### src/rtl/dpe_dest_demux.sv
// Routes ingress frames to CPU/ETH_1..ETH_4 by the DPE address on the first beat; 7 broadcasts.
// Optional DPE_DEMUX_DROP_CNT_EN adds a saturating count of frames dropped for dest 5/6.
//
// state | meaning
// IDLE  | next accepted beat is the first beat of a frame
// FWD   | frame in progress, routing mask latched
// DROP  | discarding a frame with an invalid destination
module dpe_dest_demux #(
   parameter int DW = 32
) (
   input  logic          clk,
   input  logic          rst_n,
   input  logic          s_valid,
   output logic          s_ready,
   input  logic [DW-1:0] s_data,
   input  logic          s_last,
   input  logic [2:0]    s_dest,
   output logic [4:0]    m_valid,
   input  logic [4:0]    m_ready,
   output logic [DW-1:0] m_data,
   output logic          m_last
`ifdef DPE_DEMUX_DROP_CNT_EN
   ,
   output logic [15:0]   drop_cnt
`endif
);

   typedef enum logic [1:0] {IDLE, FWD, DROP} state_t;

   state_t     state;
   logic [4:0] pend;
   logic [4:0] mask;
   logic [4:0] dest_mask;
   logic       dest_valid;
   logic       accept;
   logic       drop_first;

   always_comb begin
      dest_mask = 5'b00000;
      case (s_dest)
         3'd0:    dest_mask = 5'b00001;
         3'd1:    dest_mask = 5'b00010;
         3'd2:    dest_mask = 5'b00100;
         3'd3:    dest_mask = 5'b01000;
         3'd4:    dest_mask = 5'b10000;
         3'd7:    dest_mask = 5'b11111;
         default: dest_mask = 5'b00000;
      endcase
   end

   assign dest_valid = (dest_mask != 5'b00000);

   // Ready when every still-pending port drains this cycle; rst_n gates it low during reset.
   assign s_ready    = rst_n & ((state == DROP) || ((pend & ~m_ready) == 5'b00000));
   assign accept     = s_valid & s_ready;
   assign drop_first = accept & (state == IDLE) & ~dest_valid;
   assign m_valid    = pend;

   always_ff @(posedge clk or negedge rst_n) begin
      if (!rst_n) begin
         state  <= IDLE;
         pend   <= 5'b00000;
         mask   <= 5'b00000;
         m_data <= '0;
         m_last <= 1'b0;
      end else begin
         pend <= pend & ~m_ready;
         if (accept) begin
            case (state)
               IDLE: begin
                  if (dest_valid) begin
                     pend   <= dest_mask;
                     mask   <= dest_mask;
                     m_data <= s_data;
                     m_last <= s_last;
                     state  <= s_last ? IDLE : FWD;
                  end else begin
                     state  <= s_last ? IDLE : DROP;
                  end
               end
               FWD: begin
                  pend   <= mask;
                  m_data <= s_data;
                  m_last <= s_last;
                  if (s_last) state <= IDLE;
               end
               DROP: begin
                  if (s_last) state <= IDLE;
               end
               default: state <= IDLE;
            endcase
         end
      end
   end

`ifdef DPE_DEMUX_DROP_CNT_EN
   always_ff @(posedge clk or negedge rst_n) begin
      if (!rst_n) begin
         drop_cnt <= 16'h0000;
      end else if (drop_first && (drop_cnt != 16'hFFFF)) begin
         drop_cnt <= drop_cnt + 16'h0001;
      end
   end
`else
   logic unused_drop;
   assign unused_drop = drop_first;
`endif

endmodule

### config.mk
export PLATFORM = sky130hd
export DESIGN_NAME = dpe_dest_demux
export DESIGN_NICKNAME = d
export VERILOG_FILES = /design/src/rtl/dpe_dest_demux.sv
export SDC_FILE = /design/constraint.sdc
export NUM_CORES = 1
export LEC_CHECK = 0
export BUFFER_PORTS_ARGS = -buffer_cell sky130_fd_sc_hd__buf_2
export CAP_MARGIN = 20
export CORE_UTILIZATION = 35
export DETAILED_ROUTE_END_ITERATION = 10
export PLACE_DENSITY = 0.7
export RECOVER_POWER = 50
export SLEW_MARGIN = 20
export SYNTH_ARGS = -nofsm -noshare
export SYNTH_HDL_FRONTEND = slang
export SYNTH_SLANG_ARGS = --single-unit
export TNS_END_PERCENT = 10
### constraint.sdc
create_clock -name clk -period 2.2 [get_ports clk]
set_input_delay 0.55 -clock clk [delete_from_list [all_inputs] [get_ports clk]]
set_output_delay 0.55 -clock clk [all_outputs]
set_load 0.05 [all_outputs]
-- Yosys cells after proc, flatten, opt, wreduce, memory -nomap -nowiden
Cells that the tools add are included.
- muxes and demuxes: 13
- eq/ne operators: 9
- reduce and logical (&&, ||, !) cells: 10
- bitwise operators: 4
- operator list (operator ; number):
    $pmux 32 s2 ; 1
    $mux 32 ; 1
    $pmux 5 s6 ; 1
    $mux 5 ; 2
    $pmux 5 s2 ; 1
    $eq 3x2->1 const B ; 2
    $eq 3x3->1 const B ; 2
    $mux 2 ; 3
    $reduce_and 3->1 ; 2
    $and 5x5->5 ; 1
    $logic_not 5->1 ; 1
    $not 5->5 ; 1
    $reduce_bool 5->1 ; 1
    $pmux 2 s2 ; 1
    $eq 3x1->1 const B ; 1
    $logic_not 3->1 ; 1
    $and 1x1->1 ; 2
    $eq 2x1->1 const B ; 1
    $eq 2x2->1 const B ; 1
    $logic_not 2->1 ; 1
    $mux 1 ; 2
    $ne 2x1->1 const B ; 1
    $ne 2x2->1 const B ; 1
    $pmux 1 s2 ; 1
    4 further kinds ; 4
- output and inout port bits: 39
- word-level logic and storage cells: 41
- bits of input ports: 44
- flip-flop bits (word level): 45

-- Depth between registers and ports, before layout
- depth after elaboration: 7
- gate-level depth with buffers: 8

-- Least setup slack after synthesis
Ideal clock, no wire load.
- path type: register to output
- start: reg pend[2] (netlist: m_valid[2])
- end: out s_ready
- arrival time: 1760 ps
- path slack: -110 ps
- cell stages (with the launch flop): 5
- cells stage by stage: dfrtp_1 > nand2b_1 > and3_1 > a21oi_1 > nor2b_1
- word-level cells in the longest chain between the ends: 4
- RTL lines (item ; line ; RTL):
    start: declaration ; 31 ; logic [4:0] pend;
    start signal: assignment ; 67 ; pend <= pend & ~m_ready;
    start signal: assignment ; 72 ; pend <= dest_mask;
    start signal: assignment ; 82 ; pend <= mask;
    $and 5x5->5 ; 54 ; assign s_ready = rst_n & ((state == DROP) || ((pend & ~m_ready) == 5'b00000));
    $logic_not 5->1 ; 54 ;
    $logic_or 1x1->1 ; 54 ;
    $and 1x1->1 ; 54 ;
    end: declaration ; 14 ; output logic s_ready,
No other way between the ends.

-- Worst setup path in the final report
- start: reg pend[4] (netlist: m_valid[4])
- end: out s_ready
Same word-level chain as after synthesis.

==> key figures <==
Synthesis
  • Main combinational cell family by area after synthesis: multiplexers
  • Largest area contributor in the netlist: dfrtp_1
  • Post-synthesis net count: 205
  • Area share of the largest cell type after synthesis: 0.5552
  • Count leader, synth: dfrtp_1
  • Syn Area/Cell: around 13 um^2
  • Ys Warns: 0
  • Ys async rst share: 1.000
  • XOR/XNOR Fraction of Synth Area: 0.004318
  • Seq/Total Area, Yosys: 0.5552
  • Commonest cells in the netlist: dfrtp_1, mux2_1, nand2_1, nand2b_1
  • Synth Register Bits: 45
  • Simple-gate share of the synthesized area: 0.09500
  • Mapped Area: roughly 0.0020 mm^2
  • Synth Area in Compound Gates: 0.1073
  • Ranking of synthesized cells by area: dfrtp_1, mux2_1, mux2_2
  • Post-synth cell types: 34
  • Primary FF master, synth: dfrtp_1
  • Post-Synth Adder-Cell Area: 0.01851
  • Post-synth EDFFs: 0
  • Post-synthesis mux area share: 0.1931
  • Gate Count Post-Synth: 158

Cells and area
  • Final Util: 0.4810
  • Design area: between 0.002 and 0.003 mm^2
  • Area growth from synthesis to layout: 31.40%
  • Share of layout cells above drive strength 1: 0.3520
  • Fin cells: roughly 320
  • N_diodes: 0
  • Fin nets: around 300

Setup path
  • Req. time, crit path: between 1.5 and 2 ns
  • Critical-path top delay cell: dfrtp_1
  • Critical path arrival: between 1.5 and 2 ns
  • CP Capture Type: output pin
  • CP cell instances: nand2b_1 -> and3_1 -> a21oi_1 -> nor2b_2 -> buf_2
  • Worst setup SP type: flip-flop
  • Critical Path Fanout Max: 3
  • Max stage delay on crit path: between 0.3 and 0.4 ns
  • Setup CP Type: flip-flop to output pin

Clock tree
  • Cts hold-fix bufs: 0
  • Root Driver: clkbuf_8
  • TritonCTS clock tree: built
  • Htree depth: 2
  • CTS Sinks: between 40 and 50
  • Cts repair resizes: 0
  • # Post-CTS Setup Buffers: 0
  • CTS Buffer Depth: 2
  • CTS clk-pin slew, worst paths: 0.08 ns
  • Cts bufs inserted: 5
  • Worst skew pair latency: between 0.2 and 0.3 ns

Placed design
  • Final HPWL DP: roughly 3200 um
  • Placed cells: 314
  • Placed Area: roughly 0.0026 mm^2
  • I/O Buffers: between 80 and 90
  • Final Wtd Congestion: ~0.74

Timing
  • Setup violators final: 0
  • RSZ-0062 raised after global routing: false
  • Period minus WS final: between 2 and 2.5 ns
  • Worst Clk Skew: about 0.0043 ns
  • Setup TNS: 0 ns
  • Max Fclk: between 400 and 500 MHz
  • Max-slew headroom: 0.2780
  • Actual slew at the worst max-slew pin: 1.083 ns
  • Fin. max-slew vios: 0
  • Final Hold Viols: 0
  • Final Cycle Share: 0.9478

Power and ir drop
  • Clock Power Share: 0.144
  • Sw Share: 0.4991
  • Internal power: 2.222 mW
  • Comb pwr share: 0.543
  • Pwr dens: 1665 mW/mm^2
  • Power Total: 4.437 mW
  • Sequential share of power: 0.312
  • Worst IR drop on VDD: between 0.6 and 0.7 mV
  • NetSw: roughly 2.2 mW
  • Leak pwr: 1.244 nW

Run
  • Max-cap viol count: 0

GRT
  • GRT overflow: 0
  • GR Util met3: 0.04419
  • GRT busiest layer: met2
  • Overall Global Routing Usage: 0.1478
  • Pin count of the biggest net entering global routing: 46
  • Grt met1 use: 0.1724
  • Initial antenna violation count: 0
  • Vias in the first global route: 1496
  • GR Util met2: 0.2596
  • First-pass GRT wire length: 6906 um

Route
  • Via-per-instance ratio: 4.807
  • WL/cell: between 10 and 15 um
  • First-pass DRT Iterations: 4
  • Initial DRC Count: just over 60
  • Via count: ~1500
  • Antenna viol nets, final: 0
  • DRC: 0
  • Final wirelength: around 4200 um

Die
  • DIE AREA: roughly 0.0061 mm^2
  • # rows: 27
  • Initial Util: 0.3661
  • Die Width: between 70 and 80 um
  • Placeable Area: 0.005540 mm^2
  • I/O pin total: between 80 and 90
  • Chip height: ~78 um

Run status
  • Status: complete, no violations

Worst hold path
  • Worst Hold Class: primary input to flip-flop
-- metrics by stage --
stage / setup WS (ns) / hold WS (ns)
after floorplan: 0.1150 / 0.2544
after global routing: 0.01937 / 0.4574
final: 0.1147 / 0.4656
after global placement: 0.1297 / 0.4635
after detailed placement: 0.1078 / 0.4694
after CTS: 0.09315 / 0.4004
-- path summary, 6_finish.rpt --
kind	slack (ns)	startpoint	cells after the start	to
worst min register to register	0.48	m_data[3]	1	m_data[3]
min in group asynchronous	0.65	rst_n	2	state[0]
worst max register to register	0.29	state[1]	6	m_data[7]
max in group asynchronous	0.90	rst_n	2	m_data[11]
worst min-delay path	0.47	s_data[10]	2	m_data[10]
worst max-delay path	0.11	m_valid[4]	5	s_ready
-- area by class of cell --
class | count | area [um^2]
clock buffers | 6 | 82.58
clock inverters | 2 | 37.54
fillers | 552 | 2875
inverters | 4 | 15.01
multi-input cells | 102 | 850.8
flip-flops and latches | 45 | 1126
well taps | 72 | 90.09
repair buffers | 91 | 462.9
-- sequential cells by signal, indices dropped and copies added (netlist names) --
name and cells:
m_last 1, m_data 32, mask 5, m_valid 5, state 2
-- placed cells by master, fill, tap and decap left out, drive strengths merged, types with 3 or more instances in the layout --
cell type	synthesis	routed
nand2b	7	7
clkbuf	3	27
mux2	33	33
nand2	8	8
inv	4	4
nor3	5	5
o22ai	3	3
dfrtp	45	45
a21oi	7	7
nor2	6	6
ha	3	3
nor2b	3	3
o21ai	3	3
buf	4	70
o2bb2ai	3	3
-- cells by family (layout without fill, tap and decap cells) --
family / count (synthesis) / count (layout)
flops: 45 / 45
simple gates: 36 / 36
mux: 35 / 35
compound gates: 27 / 27
buf+inv: 11 / 103
fa+ha+maj: 3 / 3
xor+xnor: 1 / 1
-- worst max-delay path: cells and delay by family (launching register included) --
kind / cells / cell delay [ns]
simple gates: 3 / 0.49
flops: 1 / 0.38
buf+inv: 1 / 0.26
compound gates: 1 / 0.11
-- per-layer routing --
layer / share of wire / vias to the layer above
li1: - / 743
met1: 0.44 / 752
met2: 0.49 / 48
met3: 0.063 / 5
met4: 0.012 / 0
met5: 0 / -
-- power groups by stage --
| stage | Sequential, mW | Clock [mW] | Combinational (mW) |
|---|---|---|---|
| after global routing | 1.44 | 0.701 | 2.56 |
| final | 1.39 | 0.640 | 2.41 |
| after global placement | 1.38 | 0 | 2.45 |
| after floorplan | 2.58 | 0 | 0.695 |
| after detailed placement | 1.40 | 0 | 2.48 |
| after CTS | 1.39 | 0.662 | 2.48 |
No activity file was read; power rests on OpenSTA's default activity.
